$ cat src/rtl/uart_tx_arb_pkg.sv
// Shared types and constants for the uart_tx round-robin arbiter.
// FSM state encoding, default watchdog limit and small index helpers.
package uart_tx_arb_pkg;

  typedef enum logic [2:0] {
    ST_IDLE        = 3'd0,
    ST_LAUNCH      = 3'd1,
    ST_WAIT_ACTIVE = 3'd2,
    ST_WAIT_DONE   = 3'd3,
    ST_RELEASE     = 3'd4
  } arb_state_t;

  localparam int DEFAULT_TIMEOUT_CYCLES = 65535;

  function automatic int idx_width(input int n);
    return (n > 1) ? $clog2(n) : 1;
  endfunction

  function automatic int rr_next(input int idx, input int n);
    return (idx + 1) % n;
  endfunction

endpackage

$ cat src/rtl/uart_tx_arb_if.sv
// Requester/serializer handshake bundle for uart_tx_arbiter.
// slave = arbiter side, master = system side (requesters plus uart_tx).
interface uart_tx_arb_if
  import uart_tx_arb_pkg::*;
#(
  parameter int NUM_REQ = 4
);
  localparam int IW = idx_width(NUM_REQ);

  logic [NUM_REQ-1:0]   req;
  logic [8*NUM_REQ-1:0] req_data;
  logic [NUM_REQ-1:0]   ack;
  logic [7:0]           tx_writedata;
  logic                 tx_enable;
  logic                 tx_active;
  logic                 tx_done;
  logic                 busy;
  logic [IW-1:0]        owner;
  logic                 timeout;

  modport slave (
    input  req, req_data, tx_active, tx_done,
    output ack, tx_writedata, tx_enable, busy, owner, timeout
  );

  modport master (
    output req, req_data, tx_active, tx_done,
    input  ack, tx_writedata, tx_enable, busy, owner, timeout
  );
endinterface

$ cat src/rtl/uart_tx_arb_rr_pick.sv
// Combinational rotate-priority picker: first set request at or after rr_ptr,
// wrapping from NUM_REQ-1 back to 0.
module uart_tx_arb_rr_pick
  import uart_tx_arb_pkg::*;
#(
  parameter  int NUM_REQ = 4,
  localparam int IW      = idx_width(NUM_REQ)
) (
  input  logic [NUM_REQ-1:0] req,
  input  logic [IW-1:0]      rr_ptr,
  output logic               grant_valid,
  output logic [IW-1:0]      grant_idx
);

  logic [IW-1:0]      rot_idx [NUM_REQ];
  logic [NUM_REQ-1:0] rot_req;

  // rot_req[k] is the request that sits k positions after rr_ptr.
  for (genvar gi = 0; gi < NUM_REQ; gi++) begin : g_rot
    assign rot_idx[gi] = IW'((int'(rr_ptr) + gi) % NUM_REQ);
    assign rot_req[gi] = req[rot_idx[gi]];
  end

  always_comb begin
    grant_valid = |rot_req;
    grant_idx   = rot_idx[0];
    for (int k = NUM_REQ - 1; k >= 0; k--) begin
      if (rot_req[k]) grant_idx = rot_idx[k];
    end
  end

endmodule

$ cat src/rtl/uart_tx_arbiter.sv
// Round-robin sequencer sharing one uart_tx between NUM_REQ requesters.
// Optional watchdog enabled by defining UART_TX_ARB_TIMEOUT_EN.
module uart_tx_arbiter
  import uart_tx_arb_pkg::*;
#(
  parameter int NUM_REQ        = 4,
  parameter int TIMEOUT_CYCLES = DEFAULT_TIMEOUT_CYCLES
) (
  input logic          clock,
  input logic          reset_n,
  uart_tx_arb_if.slave bus
);

  localparam int IW = idx_width(NUM_REQ);

  arb_state_t         state_reg, state_next;
  logic [IW-1:0]      rr_ptr_reg, rr_ptr_next;
  logic [IW-1:0]      owner_reg, owner_next;
  logic [7:0]         data_reg, data_next;
  logic [NUM_REQ-1:0] ack_reg, ack_next;
  logic               enable_reg, enable_next;
  logic               timeout_reg, timeout_next;
  logic               busy_reg;
  logic               grant_valid;
  logic [IW-1:0]      grant_idx;
  logic               expire;

  uart_tx_arb_rr_pick #(.NUM_REQ(NUM_REQ)) u_pick (
    .req         (bus.req),
    .rr_ptr      (rr_ptr_reg),
    .grant_valid (grant_valid),
    .grant_idx   (grant_idx)
  );

`ifdef UART_TX_ARB_TIMEOUT_EN
  localparam int CW = $clog2(TIMEOUT_CYCLES + 1);

  logic [CW-1:0] cnt_reg, cnt_next, cnt_inc;
  logic          waiting;

  assign waiting = (state_reg == ST_WAIT_ACTIVE) || (state_reg == ST_WAIT_DONE);
  assign cnt_inc = cnt_reg + CW'(1);
  assign expire  = waiting && (cnt_inc == CW'(TIMEOUT_CYCLES));

  always_comb begin
    cnt_next = cnt_reg;
    if (state_reg == ST_LAUNCH) cnt_next = '0;
    else if (waiting)           cnt_next = cnt_inc;
  end

  always_ff @(posedge clock or negedge reset_n) begin
    if (!reset_n) cnt_reg <= '0;
    else          cnt_reg <= cnt_next;
  end
`else
  assign expire = 1'b0;
`endif

  always_comb begin
    state_next   = state_reg;
    rr_ptr_next  = rr_ptr_reg;
    owner_next   = owner_reg;
    data_next    = data_reg;
    ack_next     = '0;
    enable_next  = 1'b0;
    timeout_next = 1'b0;
    unique case (state_reg)
      ST_IDLE: begin
        // Never start a frame while the serializer still reports activity
        // (e.g. a frame left running across a reset of this block).
        if (grant_valid && !bus.tx_active) begin
          owner_next          = grant_idx;
          data_next           = bus.req_data[8*int'(grant_idx) +: 8];
          ack_next[grant_idx] = 1'b1;
          enable_next         = 1'b1;
          state_next          = ST_LAUNCH;
        end
      end
      ST_LAUNCH: state_next = ST_WAIT_ACTIVE;
      ST_WAIT_ACTIVE: begin
        if (bus.tx_active) begin
          state_next = ST_WAIT_DONE;
        end else if (expire) begin
          timeout_next = 1'b1;
          rr_ptr_next  = IW'(rr_next(int'(owner_reg), NUM_REQ));
          state_next   = ST_IDLE;
        end
      end
      ST_WAIT_DONE: begin
        if (bus.tx_done || expire) begin
          rr_ptr_next  = IW'(rr_next(int'(owner_reg), NUM_REQ));
          timeout_next = !bus.tx_done;
          state_next   = bus.tx_done ? ST_RELEASE : ST_IDLE;
        end
      end
      ST_RELEASE: begin
        // Works for both pulse and level style done from the serializer.
        if (!bus.tx_done && !bus.tx_active) state_next = ST_IDLE;
      end
      default: state_next = ST_IDLE;
    endcase
  end

  always_ff @(posedge clock or negedge reset_n) begin
    if (!reset_n) begin
      state_reg   <= ST_IDLE;
      rr_ptr_reg  <= '0;
      owner_reg   <= '0;
      data_reg    <= '0;
      ack_reg     <= '0;
      enable_reg  <= 1'b0;
      timeout_reg <= 1'b0;
      busy_reg    <= 1'b0;
    end else begin
      state_reg   <= state_next;
      rr_ptr_reg  <= rr_ptr_next;
      owner_reg   <= owner_next;
      data_reg    <= data_next;
      ack_reg     <= ack_next;
      enable_reg  <= enable_next;
      timeout_reg <= timeout_next;
      busy_reg    <= (state_next != ST_IDLE);
    end
  end

  assign bus.ack          = ack_reg;
  assign bus.tx_writedata = data_reg;
  assign bus.tx_enable    = enable_reg;
  assign bus.busy         = busy_reg;
  assign bus.owner        = owner_reg;
  assign bus.timeout      = timeout_reg;

endmodule

$ cat src/flat_wrapper.sv
// flat-port wrapper written by rule: the top's interface ports become plain ports
module uart_tx_arbiter_flat import uart_tx_arb_pkg::*;
#(
  parameter int NUM_REQ        = 4,
  parameter int TIMEOUT_CYCLES = DEFAULT_TIMEOUT_CYCLES
)
  (clock, reset_n, bus_req, bus_req_data, bus_tx_active, bus_tx_done, bus_ack, bus_tx_writedata, bus_tx_enable, bus_busy, bus_owner, bus_timeout);
  uart_tx_arb_if #(.NUM_REQ(NUM_REQ)) bus_i ();
  input logic clock;
  input logic reset_n;
  input wire logic [$bits(bus_i.req)-1:0] bus_req;
  input wire logic [$bits(bus_i.req_data)-1:0] bus_req_data;
  input wire logic [$bits(bus_i.tx_active)-1:0] bus_tx_active;
  input wire logic [$bits(bus_i.tx_done)-1:0] bus_tx_done;
  output wire logic [$bits(bus_i.ack)-1:0] bus_ack;
  output wire logic [$bits(bus_i.tx_writedata)-1:0] bus_tx_writedata;
  output wire logic [$bits(bus_i.tx_enable)-1:0] bus_tx_enable;
  output wire logic [$bits(bus_i.busy)-1:0] bus_busy;
  output wire logic [$bits(bus_i.owner)-1:0] bus_owner;
  output wire logic [$bits(bus_i.timeout)-1:0] bus_timeout;
  assign bus_i.req = bus_req;
  assign bus_i.req_data = bus_req_data;
  assign bus_i.tx_active = bus_tx_active;
  assign bus_i.tx_done = bus_tx_done;
  assign bus_ack = bus_i.ack;
  assign bus_tx_writedata = bus_i.tx_writedata;
  assign bus_tx_enable = bus_i.tx_enable;
  assign bus_busy = bus_i.busy;
  assign bus_owner = bus_i.owner;
  assign bus_timeout = bus_i.timeout;
  uart_tx_arbiter #(.NUM_REQ(NUM_REQ), .TIMEOUT_CYCLES(TIMEOUT_CYCLES)) u_core (.clock(clock), .reset_n(reset_n), .bus(bus_i));
endmodule
$ cat config.mk
export PLATFORM = sky130hd
export DESIGN_NAME = uart_tx_arbiter_flat
export DESIGN_NICKNAME = d
export VERILOG_FILES = /design/src/rtl/uart_tx_arb_pkg.sv /design/src/rtl/uart_tx_arb_if.sv /design/src/rtl/uart_tx_arb_rr_pick.sv /design/src/rtl/uart_tx_arbiter.sv /design/src/flat_wrapper.sv
export SDC_FILE = /design/constraint.sdc
export NUM_CORES = 1
export LEC_CHECK = 0
export ABC_AREA = 1
export BUFFER_PORTS_ARGS = -buffer_cell sky130_fd_sc_hd__clkbuf_2
export CAP_MARGIN = 20
export CORE_ASPECT_RATIO = 1.1
export CORE_UTILIZATION = 30
export DETAILED_ROUTE_END_ITERATION = 10
export PLACE_DENSITY = 0.64
export SLEW_MARGIN = 20
export SYNTH_ARGS = -nofsm -noshare
export SYNTH_HDL_FRONTEND = slang
export SYNTH_SLANG_ARGS = --single-unit
$ cat constraint.sdc
create_clock -name clock -period 2.07 [get_ports clock]
set_clock_uncertainty 0.05 [all_clocks]
set_input_delay 0 -clock clock [delete_from_list [all_inputs] [get_ports clock]]
set_output_delay 0 -clock clock [all_outputs]
set_load 0.05 [all_outputs]
# After elaboration in Yosys (flattened, before gate mapping)
# Index checks and enable logic that the tools add are counted.
dict set report classes {
  mux 25
  order_cmp 6
  n_reduce_logical 10
  shifts 1
  add_sub_neg 4
  n_eq_ne 4
}
# operator count
set op_table {}
lappend op_table {{variable part select 32 x 6 -> 8 bit} 1}
lappend op_table {{less-than comparator 2 x 3 -> 1 bit, second input constant} 5}
lappend op_table {{case mux 3 bit (5 select lines)} 1}
lappend op_table {{2-to-1 mux 3 bit} 4}
lappend op_table {{2-to-1 mux 1 bit} 9}
lappend op_table {{binary-select mux 1 bit (select 2 bit)} 4}
lappend op_table {{2-to-1 mux 2 bit} 4}
lappend op_table {{2-to-1 mux 4 bit} 2}
lappend op_table {{== test 3 x 2 -> 1 bit, second input constant} 2}
lappend op_table {{adder 2 x 1 -> 2 bit, second input constant} 2}
lappend op_table {{adder 2 bit, second input constant} 2}
lappend op_table {{AND reduction 2 bit} 2}
lappend op_table {{OR reduction 4 bit} 1}
lappend op_table {{== test 3 x 1 -> 1 bit, second input constant} 1}
lappend op_table {{== test 3 bit, second input constant} 1}
lappend op_table {{logical AND 1 bit} 3}
lappend op_table {{zero test 3 bit} 1}
lappend op_table {{nonzero test 3 bit} 1}
lappend op_table {{demux 1 bit (select 2 bit)} 1}
lappend op_table {{>= comparator 2 x 1 -> 1 bit, second input constant} 1}
lappend op_table {{zero test 1 bit} 2}
dict set report word_totals {
  input_bits 40
  output_inout_bits 17
  wordCells 58
  ff_bits 22
}

# Logic depth before layout (Yosys ltp)
# Gate-level depths: netlist of the first run.
dict set report logic_depth {
  ltp_word 13
  ltp_mapped 16
  depth_no_buf 14
}

# Cells and area by module
# Synthesis of the first run repeated with hierarchy kept, for this count alone.
dict set report hier_totals {
  hier_cells 235
  hier_area_um2 1485.2
}
# module seq_area_each_um2 area_per_inst_um2 cells_each instances
set by_module_without_submodules {}
lappend by_module_without_submodules {uart_tx_arbiter 525.5 1251.2 182 1}
lappend by_module_without_submodules {uart_tx_arb_rr_pick 0.0 234.0 53 1}

# Worst setup path after synthesis of the first run
# Ideal clock, no wire load.
dict set report synth_path {
  path_type {reg-to-reg}
  start {register u_core.rr_ptr_reg[0]}
  end {register u_core.data_reg[6] (netlist: u_core.bus.tx_writedata[6])}
  setup_ns 0.118
  arrival_ns 1.537
  t_required_ns 1.902
  setup_slack_ns 0.366
  path_buffers 2
  period_less_slack_ns 1.704
  path_stages_with_launch 15
  cell_sequence {dfrtp_1 buf_6 o21ai_2 nand2_2 nand2_1 nand2_1 nand2_2 nand2_2 nand2_4 nand2_4 buf_12 nand2_2 nand3_2 nand3_1 nand2_1}
}
dict set report synth_via {
  elab_chain_cells 8
  elab_cells_between_ends 19
  classes_between {3 x add/sub; 1 x shift; 12 x mux; 3 x reduce/logical}
}
# item line
set synth_lines {}
lappend synth_lines {{from (decl)} uart_tx_arbiter.sv:17} ;# logic [IW-1:0] rr_ptr_reg, rr_ptr_next;
lappend synth_lines {{from (signal assigned)} uart_tx_arbiter.sv:116} ;# rr_ptr_reg <= rr_ptr_next;
lappend synth_lines {{adder 2 bit} uart_tx_arb_rr_pick.sv:20} ;# assign rot_idx[gi] = IW'((int'(rr_ptr) + gi) % NUM_REQ);
lappend synth_lines {{binary-select mux 1 bit (select 2 bit)} uart_tx_arb_rr_pick.sv:21} ;# assign rot_req[gi] = req[rot_idx[gi]];
lappend synth_lines {{2-to-1 mux 1 bit (implied by the code)} uart_tx_arb_rr_pick.sv:21}
lappend synth_lines {{2-to-1 mux 2 bit (4 in a row)} uart_tx_arb_rr_pick.sv:28} ;# if (rot_req[k]) grant_idx = rot_idx[k];
lappend synth_lines {{variable part select 32 x 6 -> 8 bit} uart_tx_arbiter.sv:73} ;# data_next = bus.req_data[8*int'(grant_idx) +: 8];
lappend synth_lines {{to (signal assigned)} uart_tx_arbiter.sv:118} ;# data_reg <= data_next;
lappend synth_lines {{to (decl)} uart_tx_arbiter.sv:19} ;# logic [7:0] data_reg, data_next;
# Several ways; a longest one is shown, not always the timed one. The select of a mux whose other input is x is not followed.
# A chain may end at the register's enable or synchronous reset.

# Worst setup path in the final report of the first run
dict set report layout_path {
  start {register u_core.rr_ptr_reg[0]}
  end {register u_core.data_reg[4] (netlist: u_core.bus.tx_writedata[4])}
}
# The elaborated chain is that of the path after synthesis.

==> out/metrics.csv, run 1 <==
stage,metric,value,unit
run_status,status,"finished, final reports clean",
power,Sw Share,0.576,
finish,Multi-input gate area,787,um2
timing,Total Neg Setup Slack,0,ps
timing,final hold viol count,0,
clocking,H-tree Lvls,1,
global_routing,grt total ovfl,0,
logic_synthesis,"Async S/R FF share, synth",1.00,
finish,# diodes,0,
logic_synthesis,"Seq/Total Area, Yosys",0.353,
logic_synthesis,synth top area cells,"dfrtp_1 35%, nand2_1 13%, nand3_2 12%",
finish,fillcell total,481,
power,Clock Power Share,0.078,
timing,Final Cycle Share,0.890,
clocking,CTS Sinks,21,
detailed_routing,DR vias,1461,
finish,final core occ,0.393,
clocking,CTS tree,yes,
critical_path,CP endpoint kind,flop,
logic_synthesis,Yosys Warn Count,0,
placement,GP Congestion,0.856,
clocking,TritonCTS Buffers,3,
logic_synthesis,number of synthesized flops with an enable pin,0,
finish,layout cells sized above 1,0.446,
finish,final cell count without fillers,307,
clocking,Max Root-Sink Buffers,2,
detailed_routing,wire per inst,11.3,um
placement,Post-DP HPWL,2.76,mm
power,Pwr Density,1820,nW/um2
critical_path,CP required,2220,ps
logic_synthesis,"top cells by count, synth","51 x nand2_1, 29 x nand3_1, 21 x dfrtp_1",
floorplanning,io pins,57,
logic_synthesis,most frequent cell after synthesis,nand2_1,
timing,slew margin rel.,0.650,
floorplanning,Initial Utilization,0.315,
clocking,"Clk Latency, worst-skew pair",260,ps
timing,final setup fails,0,
finish,Area Growth Syn to Fin,24.6,%
critical_path,Crit Path Category,reg2reg,
detailed_routing,DR vias/cell,4.76,
critical_path,CP Launch Type,flop,
placement,Placed Area,1790,um2
detailed_routing,Routed Antenna Nets,0,
floorplanning,Die Y,75.9,um
power,Leakage,1.03,nW
global_routing,Total GRT Usage,0.140,
floorplanning,row count,26,
detailed_routing,Residual DRC,0,
logic_synthesis,dominant cell type by area after synthesis,dfrtp_1,
critical_path,CP max FO,14,
power,logic gate share of total power,0.706,
detailed_routing,Iter 0 DRT Violations,78,
logic_synthesis,Synth Register Bits,21,
logic_synthesis,syn nets,233,
power,Sequential Power Share,0.216,
global_routing,initial antenna violation count,0,
timing,final worst slack,228,ps
global_routing,largest net degree at the start of global routing,22,
finish,# nets final,292,
logic_synthesis,Synth Flop Type,dfrtp_1,
global_routing,vias in the first global route,1443,
floorplanning,Die ar.,5240,um2
finish,cell area after layout,1850,um2
placement,Place WS,54.2,ps
timing,Tightest Pin Transition,526,ps
finish,register area,527,um2
timing,RSZ-0062 raised after global routing,false,
power,internal power,1.43,mW
logic_synthesis,mapped cell area,1490,um2
logic_synthesis,Gate Count Post-Synth,193,
min_path,Hold Crit Class,in2reg,
clocking,Root Buffer,clkbuf_8,
global_routing,first-pass GRT wire length,6.04,mm
finish,number of flip-flops in the largest register,8,
power,peak supply drop,694,uV
floorplanning,Die Width,69.1,um
timing,maximum clock rate,0.543,GHz
clocking,clk slew on worst S/H paths,80,ps
run,total of max-cap violations,0,
timing,Final min period,1840,ps
placement,placed cells,301,
floorplanning,core footprint,4720,um2
placement,PortBufs,55,
critical_path,Worst EP arrival,1990,ps
power,sw power,1.94,mW
timing,Max Slew Vio Count,0,
detailed_routing,drt first pass iters,4,
logic_synthesis,share of the synthesized area in the top cell type,0.353,
logic_synthesis,Cell variety after synth,25,
logic_synthesis,"Avg Cell Area, Syn",7.71,um2
detailed_routing,Total Wirelength,3.47,mm
-- final cells by class --
| class | instances | share of cell area |
|---|---|---|
| flip-flops and latches | 21 | 0.284 |
| well taps | 56 | 0.0378 |
| repair buffers | 62 | 0.180 |
| multi-input cells | 142 | 0.425 |
| clock inverters | 1 | 0.00270 |
| clock buffers | 3 | 0.0223 |
| inverters | 22 | 0.0486 |
-- metal layers --
| metal | GRT usage | up-vias | wire length, um | share of wire |
|---|---|---|---|---|
| li1 | - | 735 | - | - |
| met1 | 0.171 | 656 | 1530 | 0.44 |
| met2 | 0.266 | 68 | 1680 | 0.48 |
| met3 | 0.0185 | 2 | 243 | 0.070 |
| met4 | 0.0340 | 0 | 17 | 0.0049 |
| met5 | 0 | - | 0 | 0 |
-- timing repair --
item | CTS | global route
hold buffers | 2 | 0
setup buffers | 0 | 0
resized for setup | 0 | 1
endpoints found under the setup margin | 0 | 13
hold endpoints to repair | 22 | 0
-- stage by stage --
stage                     total power, mW  hold slack [ps]
final                                3.38             2.91
after global routing                 3.67             30.8
after CTS                            3.41             1.00
after detailed placement             3.13            -42.3
after global placement               3.08            -45.6
after floorplan                      2.78             -346
-- placed cells by master, fill, tap and decap left out --
master         count
conb_1             1
nor3_1             1
nand2_2           16
o2111ai_1          1
o21ai_1            1
inv_1             14
nand2_4            3
buf_4              5
dlygate4sd3_1      2
nand2_1           51
nand4_1            1
nand3_1           29
nand3_2           18
inv_8              1
clkinv_2           1
a31oi_1            1
nor2_1            11
inv_2              7
and3_1             1
dfrtp_1           20
o211ai_1           1
o21ai_2            1
clkbuf_2          55
o21ai_0            4
dfrtp_2            1
clkbuf_8           3
nand3_4            1
-- worst paths after layout --
kind                                                        start                                     end  slack [ps]  cells after the start
setup / recovery                 u_core.rr_ptr_reg[0]$_DFFE_PN0P_  u_core.bus.tx_writedata[4]$_DFFE_PN0P_         230                     14
min in group asynchronous                                 reset_n             u_core.bus.ack[1]$_DFF_PN0_         200                      2
hold / removal                                   bus_req_data[31]  u_core.bus.tx_writedata[7]$_DFFE_PN0P_           3                      5
hold reg to reg            u_core.bus.tx_writedata[4]$_DFFE_PN0P_  u_core.bus.tx_writedata[4]$_DFFE_PN0P_         440                      2
max in group asynchronous                                 reset_n        u_core.rr_ptr_reg[0]$_DFFE_PN0P_        1390                      2
setup reg to reg                 u_core.rr_ptr_reg[0]$_DFFE_PN0P_  u_core.bus.tx_writedata[4]$_DFFE_PN0P_         230                     14
-- power groups by stage --
| stage | clock [mW] | sequential [mW] | combinational [mW] |
|---|---|---|---|
| 2_1_floorplan | 0 | 1.08 | 1.70 |
| 3_3_place_gp | 0 | 0.730 | 2.35 |
| 3_5_place_dp | 0 | 0.732 | 2.39 |
| 4_1_cts | 0.277 | 0.726 | 2.41 |
| 5_1_grt | 0.298 | 0.751 | 2.62 |
| 6_report | 0.264 | 0.728 | 2.39 |
-- critical path: stages, from the launching register on --
cell and delay, ps:
dfrtp_2 520, inv_8 120, nand2_2 50, nand2_1 100
nand2_1 60, nand2_1 60, nand2_1 60, nand2_2 90
nand2_2 70, nand2_4 90, buf_4 200, nand3_1 90
nand3_1 110, nand3_2 80, nand2_1 50
-- kinds of logic after synthesis --
logic type	after synthesis	synth area share
compound gates	9	0.0379
buf+inv	30	0.118
flops	21	0.353
simple gates	132	0.489
other cells	1	0.00252
Note: power is estimated with default switching activity, not from simulation.
==> inputs of run 2 (changes only) <==
- CORE_ASPECT_RATIO: 1.1 -> 1.75
==> out/metrics.csv, run 2 (synthesized netlist as in run 1, its figures left out) <==
stage,metric,value,unit,change
global_routing,grt total ovfl,0,,unchanged
critical_path,CP endpoint kind,flop,,
timing,maximum clock rate,0.538,GHz,-0.93%
clocking,"Clk Latency, worst-skew pair",260,ps,about the same
detailed_routing,drt first pass iters,4,,unchanged
placement,GP Congestion,0.816,,-4.7%
floorplanning,Initial Utilization,0.316,,+0.000671
detailed_routing,Residual DRC,0,,unchanged
placement,PortBufs,55,,unchanged
timing,Total Neg Setup Slack,0,ps,unchanged
finish,# diodes,0,,unchanged
global_routing,Most Crowded Layer GR,met2,,
critical_path,slowest CP cell,dfrtp_2,,
critical_path,CP max FO,11,,-3
clocking,TritonCTS Buffers,3,,unchanged
finish,Area Growth Syn to Fin,25.5,%,
clocking,clk slew on worst S/H paths,70,ps,about the same
timing,Final Cycle Share,0.898,,+0.00832
floorplanning,row count,33,,+27%
run,total of max-cap violations,0,,unchanged
placement,Placed Area,1780,um2,-0.28%
clocking,setup bufs post-CTS,0,,unchanged
critical_path,cell family with most CP delay,simple AND/OR/NAND/NOR gates,,
finish,# nets final,294,,+0.68%
critical_path,"most used cell, CP",nand2_1,,
detailed_routing,Total Wirelength,3.66,mm,+5.6%
critical_path,CP Launch Type,flop,,
min_path,Hold Crit Class,in2reg,,
critical_path,cells along the critical path,"o21ai_2, nand2_2, nand2_1, inv_2, nand3_1, nand2_1, nand2_1, nand2_4, inv_2, nand3_2, nand3_2, nand2_1",,
floorplanning,Die Width,55.2,um,-20%
detailed_routing,wire per inst,12.0,um,+6.3%
floorplanning,Die Y,95.2,um,+25%
critical_path,Worst Path Buf+Inv,2,,unchanged
clocking,CTS Sinks,21,,unchanged
detailed_routing,DR vias/cell,4.76,,about the same
power,peak supply drop,704,uV,+1.3%
timing,Tightest Pin Transition,526,ps,+0.607 ps
timing,Final min period,1860,ps,+17.2 ps
floorplanning,core footprint,4710,um2,-0.21%
timing,slew margin rel.,0.649,,about the same
critical_path,Worst EP arrival,1970,ps,-20 ps
global_routing,initial antenna violation count,0,,unchanged
critical_path,Max stage delay on crit path,520,ps,about the same
critical_path,"setup slack, reg-to-reg",210,ps,-20 ps
timing,Max Slew Vio Count,0,,unchanged
power,Leakage,1.04,nW,+0.54%
finish,"commonest cells after routing, fill and taps aside","55 x clkbuf_2, 51 x nand2_1, 29 x nand3_1",,
detailed_routing,Routed Antenna Nets,0,,unchanged
placement,Post-DP HPWL,2.95,mm,+7.2%
timing,final hold viol count,1,,+1
clocking,CTS tree,yes,,
clocking,Root Buffer,clkbuf_8,,
floorplanning,Die ar.,5260,um2,+0.21%
global_routing,largest net degree at the start of global routing,22,,unchanged
critical_path,CP required,2180,ps,-40 ps
timing,RSZ-0062 raised after global routing,false,,
detailed_routing,Iter 0 DRT Violations,26,,-67%
finish,cell area after layout,1870,um2,+0.74%
global_routing,met2 GRT Util,0.295,,+0.0287
clocking,H-tree Lvls,1,,unchanged
run_status,failing checks,negative hold slack,,
clocking,Max Root-Sink Buffers,2,,unchanged
floorplanning,io pins,57,,unchanged
global_routing,met3 Usage GRT,0.0149,,-0.00359
finish,layout cells sized above 1,0.439,,-0.00748
power,Pwr Density,1820,nW/um2,-0.17%
timing,final setup fails,0,,unchanged
global_routing,first-pass GRT wire length,5.97,mm,-1.1%
run_status,status,finished with violations,,
global_routing,Total GRT Usage,0.143,,+0.00268
detailed_routing,DR vias,1452,,-0.62%
finish,number of flip-flops in the largest register,8,,unchanged
finish,"leading cell type in the layout, fill and taps excluded",clkbuf_2,,
global_routing,vias in the first global route,1420,,-1.6%
timing,final hold slack,-2.88,ps,-5.79 ps
critical_path,Crit Path Category,reg2reg,,
global_routing,met1 Use GR,0.145,,-0.0263
power,Design Power,3.40,mW,+0.57%
==> run 2: cell types whose count changed in the layout (fill, tap and decap cells not counted) <==
cell	previous run	this run
clkbuf_1	0	1
clkinv_2	1	0
dlygate4sd3_1	2	4
==> run 2: layer usage <==
metal	routed length [um]	vias to the layer above
met5	0	-
met4	59	0
met3	109	5
met2	2080	32
met1	1410	678
li1	-	737
==> run 2: final timing paths <==
check                                                        from                                     end  cells after the start
setup / recovery                 u_core.rr_ptr_reg[0]$_DFFE_PN0P_  u_core.bus.tx_writedata[5]$_DFFE_PN0P_                     12
max in group asynchronous                                 reset_n        u_core.rr_ptr_reg[0]$_DFFE_PN0P_                      2
min in group asynchronous                                 reset_n               u_core.bus.busy$_DFF_PN0_                      2
setup reg to reg                 u_core.rr_ptr_reg[0]$_DFFE_PN0P_  u_core.bus.tx_writedata[5]$_DFFE_PN0P_                     12
hold reg to reg            u_core.bus.tx_writedata[0]$_DFFE_PN0P_  u_core.bus.tx_writedata[0]$_DFFE_PN0P_                      2
hold / removal                                   bus_req_data[31]  u_core.bus.tx_writedata[7]$_DFFE_PN0P_                      5
==> run 2: report_power, final <==
group	switching (mW)	internal (mW)
clock	0.132	0.137
sequential	0.157	0.577
combinational	1.67	0.725
==> run 2: worst register-to-register path, stage by stage, from the launching register on <==
cell	delay, ps
dfrtp_2	520
o21ai_2	260
nand2_2	80
nand2_1	70
inv_2	40
nand3_1	70
nand2_1	50
nand2_1	90
nand2_4	60
inv_2	220
nand3_2	120
nand3_2	70
nand2_1	40
==> run 2: what timing repair did <==
item,in CTS,in global routing
resized for setup,0,1
endpoints found under the setup margin,0,14
hold buffers,4,0
endpoints found under the hold margin,24,0
==> run 2: final cells by class <==
cell class | instances | area [um2]
well taps | 52 | 65.1
fillers | 537 | 2840
clock buffers | 4 | 45.0
repair buffers | 64 | 353
inverters | 22 | 90.1
multi-input cells | 142 | 787
flip-flops and latches | 21 | 527
==> run 2: through the flow <==
stage	cells	setup WS (ps)	utilization
after global placement	297	98.5	0.378
final	305	210	0.397
after CTS	305	45.4	0.396
after global routing	305	4.43	0.397
after floorplan	193	366	-
after detailed placement	297	56.2	0.378
==> inputs of run 3 (changes only) <==
- CTS_CLUSTER_SIZE: default -> 30
- clock period: 2.07 -> 2.1 ns (I/O delays scaled with it)
==> out/metrics.csv, run 3 (synthesized netlist as in run 1, its figures left out) <==
stage,metric,value,unit,change
clocking,setup bufs post-CTS,0,,unchanged
timing,final setup fails,0,,unchanged
detailed_routing,Residual DRC,0,,unchanged
critical_path,worst r2r src,u_core.rr_ptr_reg[0]$_DFFE_PN0P_,,
finish,"commonest cells after routing, fill and taps aside","55 x clkbuf_2, 51 x nand2_1, 29 x nand3_1",,
timing,Final min period,1900,ps,+41.9 ps
floorplanning,Die Y,95.2,um,unchanged
detailed_routing,Iter 0 DRT Violations,29,,+12%
power,sw power,1.94,mW,-0.75%
clocking,"Clk Latency, worst-skew pair",260,ps,about the same
placement,PortBufs,55,,unchanged
timing,final hold slack,4.14,ps,+7.02 ps
detailed_routing,wire per inst,12.3,um,+2.3%
timing,Total Neg Setup Slack,0,ps,unchanged
critical_path,CP Launch Type,flop,,
floorplanning,io pins,57,,unchanged
power,logic gate share of total power,0.706,,about the same
critical_path,CP max FO,11,,unchanged
detailed_routing,drt first pass iters,4,,unchanged
placement,Post-DP HPWL,3.04,mm,+2.9%
timing,final hold viol count,0,,-1
min_path,Hold Crit Class,in2reg,,
clocking,Max Root-Sink Buffers,2,,unchanged
min_path,WHS Endpoint,u_core.bus.tx_writedata[7]$_DFFE_PN0P_,,
detailed_routing,Routed Antenna Nets,0,,unchanged
power,Design Power,3.35,mW,-1.2%
run,total of max-cap violations,0,,unchanged
detailed_routing,DR vias,1421,,-2.1%
critical_path,Crit Path Category,reg2reg,,
floorplanning,Die ar.,5260,um2,unchanged
timing,RSZ-0062 raised after global routing,false,,
global_routing,largest net degree at the start of global routing,22,,unchanged
finish,Area Growth Syn to Fin,23.5,%,
finish,final core occ,0.390,,-0.00611
detailed_routing,Total Wirelength,3.71,mm,+1.3%
global_routing,Total GRT Usage,0.149,,+0.00548
clocking,TritonCTS Buffers,3,,unchanged
clocking,CTS Sinks,21,,unchanged
finish,layout cells sized above 1,0.448,,+0.00926
floorplanning,row count,33,,unchanged
clocking,clk slew on worst S/H paths,80,ps,about the same
timing,Tightest Pin Transition,530,ps,+3.55 ps
run_status,status,"finished, final reports clean",,
placement,Placed Area,1780,um2,unchanged
floorplanning,Initial Utilization,0.316,,unchanged
critical_path,Worst EP arrival,2000,ps,+30 ps
global_routing,grt total ovfl,0,,unchanged
timing,Max Slew Vio Count,0,,unchanged
critical_path,R2R cell count,14,,+2
timing,Final Cycle Share,0.906,,+0.00714
floorplanning,Die Width,55.2,um,unchanged
placement,GP Congestion,0.799,,-2.1%
clocking,Root Buffer,clkbuf_8,,
power,Pwr Density,1830,nW/um2,+0.30%
critical_path,reg2reg end,u_core.bus.tx_writedata[0]$_DFFE_PN0P_,,
finish,# nets final,291,,-1.0%
global_routing,first-pass GRT wire length,6.23,mm,+4.4%
power,Leakage,1.03,nW,-0.94%
min_path,WHS Path Cells,5,,unchanged
power,Sw Share,0.579,,+0.00293
clocking,H-tree Lvls,1,,unchanged
power,internal power,1.41,mW,-1.9%
power,Sequential Power Share,0.216,,about the same
finish,number of flip-flops in the largest register,8,,unchanged
floorplanning,core footprint,4710,um2,unchanged
timing,slew margin rel.,0.647,,-0.00237
finish,cell area after layout,1840,um2,-1.5%
min_path,min-delay src,bus_req_data[31],,
global_routing,initial antenna violation count,0,,unchanged
power,peak supply drop,726,uV,+3.2%
finish,"leading cell type in the layout, fill and taps excluded",clkbuf_2,,
clocking,CTS tree,yes,,
global_routing,vias in the first global route,1430,,+0.70%
timing,maximum clock rate,0.526,GHz,-2.2%
critical_path,CP endpoint kind,flop,,
detailed_routing,DR vias/cell,4.71,,-1.2%
critical_path,"setup slack, reg-to-reg",200,ps,about the same
power,Clock Power Share,0.078,,about the same
finish,# diodes,0,,unchanged
critical_path,CP required,2200,ps,+20 ps
==> run 3: cell types whose count changed in the layout (fill, tap and decap cells not counted), sizes merged <==
cell         previous run  this run
dlygate4sd3             4         1
clkinv                  0         1
clkbuf                 59        58
==> run 3: timing repair <==
action                                  CTS  global route
endpoints found under the hold margin    21             0
endpoints found under the setup margin    0            14
resized for setup                         0             1
hold buffers                              1             0
==> run 3: power groups by stage <==
stage / Clock, mW / Sequential, mW / Combinational (mW)
3_5_place_dp: 0 / 0.731 / 2.39
6_report: 0.263 / 0.723 / 2.37
4_1_cts: 0.263 / 0.724 / 2.41
3_3_place_gp: 0 / 0.732 / 2.37
2_1_floorplan: 0 / 1.07 / 1.67
5_1_grt: 0.279 / 0.750 / 2.63
==> run 3: worst max-delay path by stage <==
| stage | startpoint | end |
|---|---|---|
| 2_1_floorplan | u_core.rr_ptr_reg[0]$_DFFE_PN0P_ | u_core.bus.tx_writedata[6]$_DFFE_PN0P_ |
| 3_3_place_gp | u_core.rr_ptr_reg[0]$_DFFE_PN0P_ | u_core.bus.tx_writedata[0]$_DFFE_PN0P_ |
| 3_5_place_dp | u_core.rr_ptr_reg[0]$_DFFE_PN0P_ | u_core.bus.tx_writedata[6]$_DFFE_PN0P_ |
| 4_1_cts | u_core.rr_ptr_reg[0]$_DFFE_PN0P_ | u_core.bus.tx_writedata[0]$_DFFE_PN0P_ |
| 5_1_grt | u_core.rr_ptr_reg[0]$_DFFE_PN0P_ | u_core.bus.tx_writedata[6]$_DFFE_PN0P_ |
| 6_report | u_core.rr_ptr_reg[0]$_DFFE_PN0P_ | u_core.bus.tx_writedata[0]$_DFFE_PN0P_ |
==> run 3: through the flow <==
stage,std cells,setup slack [ps]
3_3_place_gp,297,106
3_5_place_dp,297,84.8
2_1_floorplan,193,396
6_report,302,198
4_1_cts,302,53.9
5_1_grt,302,11.2
==> run 3: cell type report <==
type	instances	area (um2)
flip-flops and latches	21	527
multi-input cells	142	787
well taps	52	65.1
fillers	545	2870
clock buffers	3	41.3
inverters	22	90.1
repair buffers	61	323
clock inverters	1	5.00
==> run 3: routing by layer <==
metal / wire [um] / vias up / part of all wire / global-route usage
met1: 1390 / 655 / 0.37 / 0.155
li1: - / 731 / - / -
met3: 121 / 4 / 0.033 / 0.0149
met5: 0 / - / 0 / 0
met4: 44 / 0 / 0.012 / 0.0438
met2: 2150 / 31 / 0.58 / 0.305
==> run 3: critical path: stages (launching register included) <==
cell	delay, ps
dfrtp_2	520
inv_8	110
nand2_1	50
nand2_1	110
nand2_2	70
nand2_1	80
inv_2	40
nand3_1	70
nand2_1	50
nand2_1	100
nand2_4	60
inv_2	230
nand3_2	130
nand3_2	80
nand2_1	50
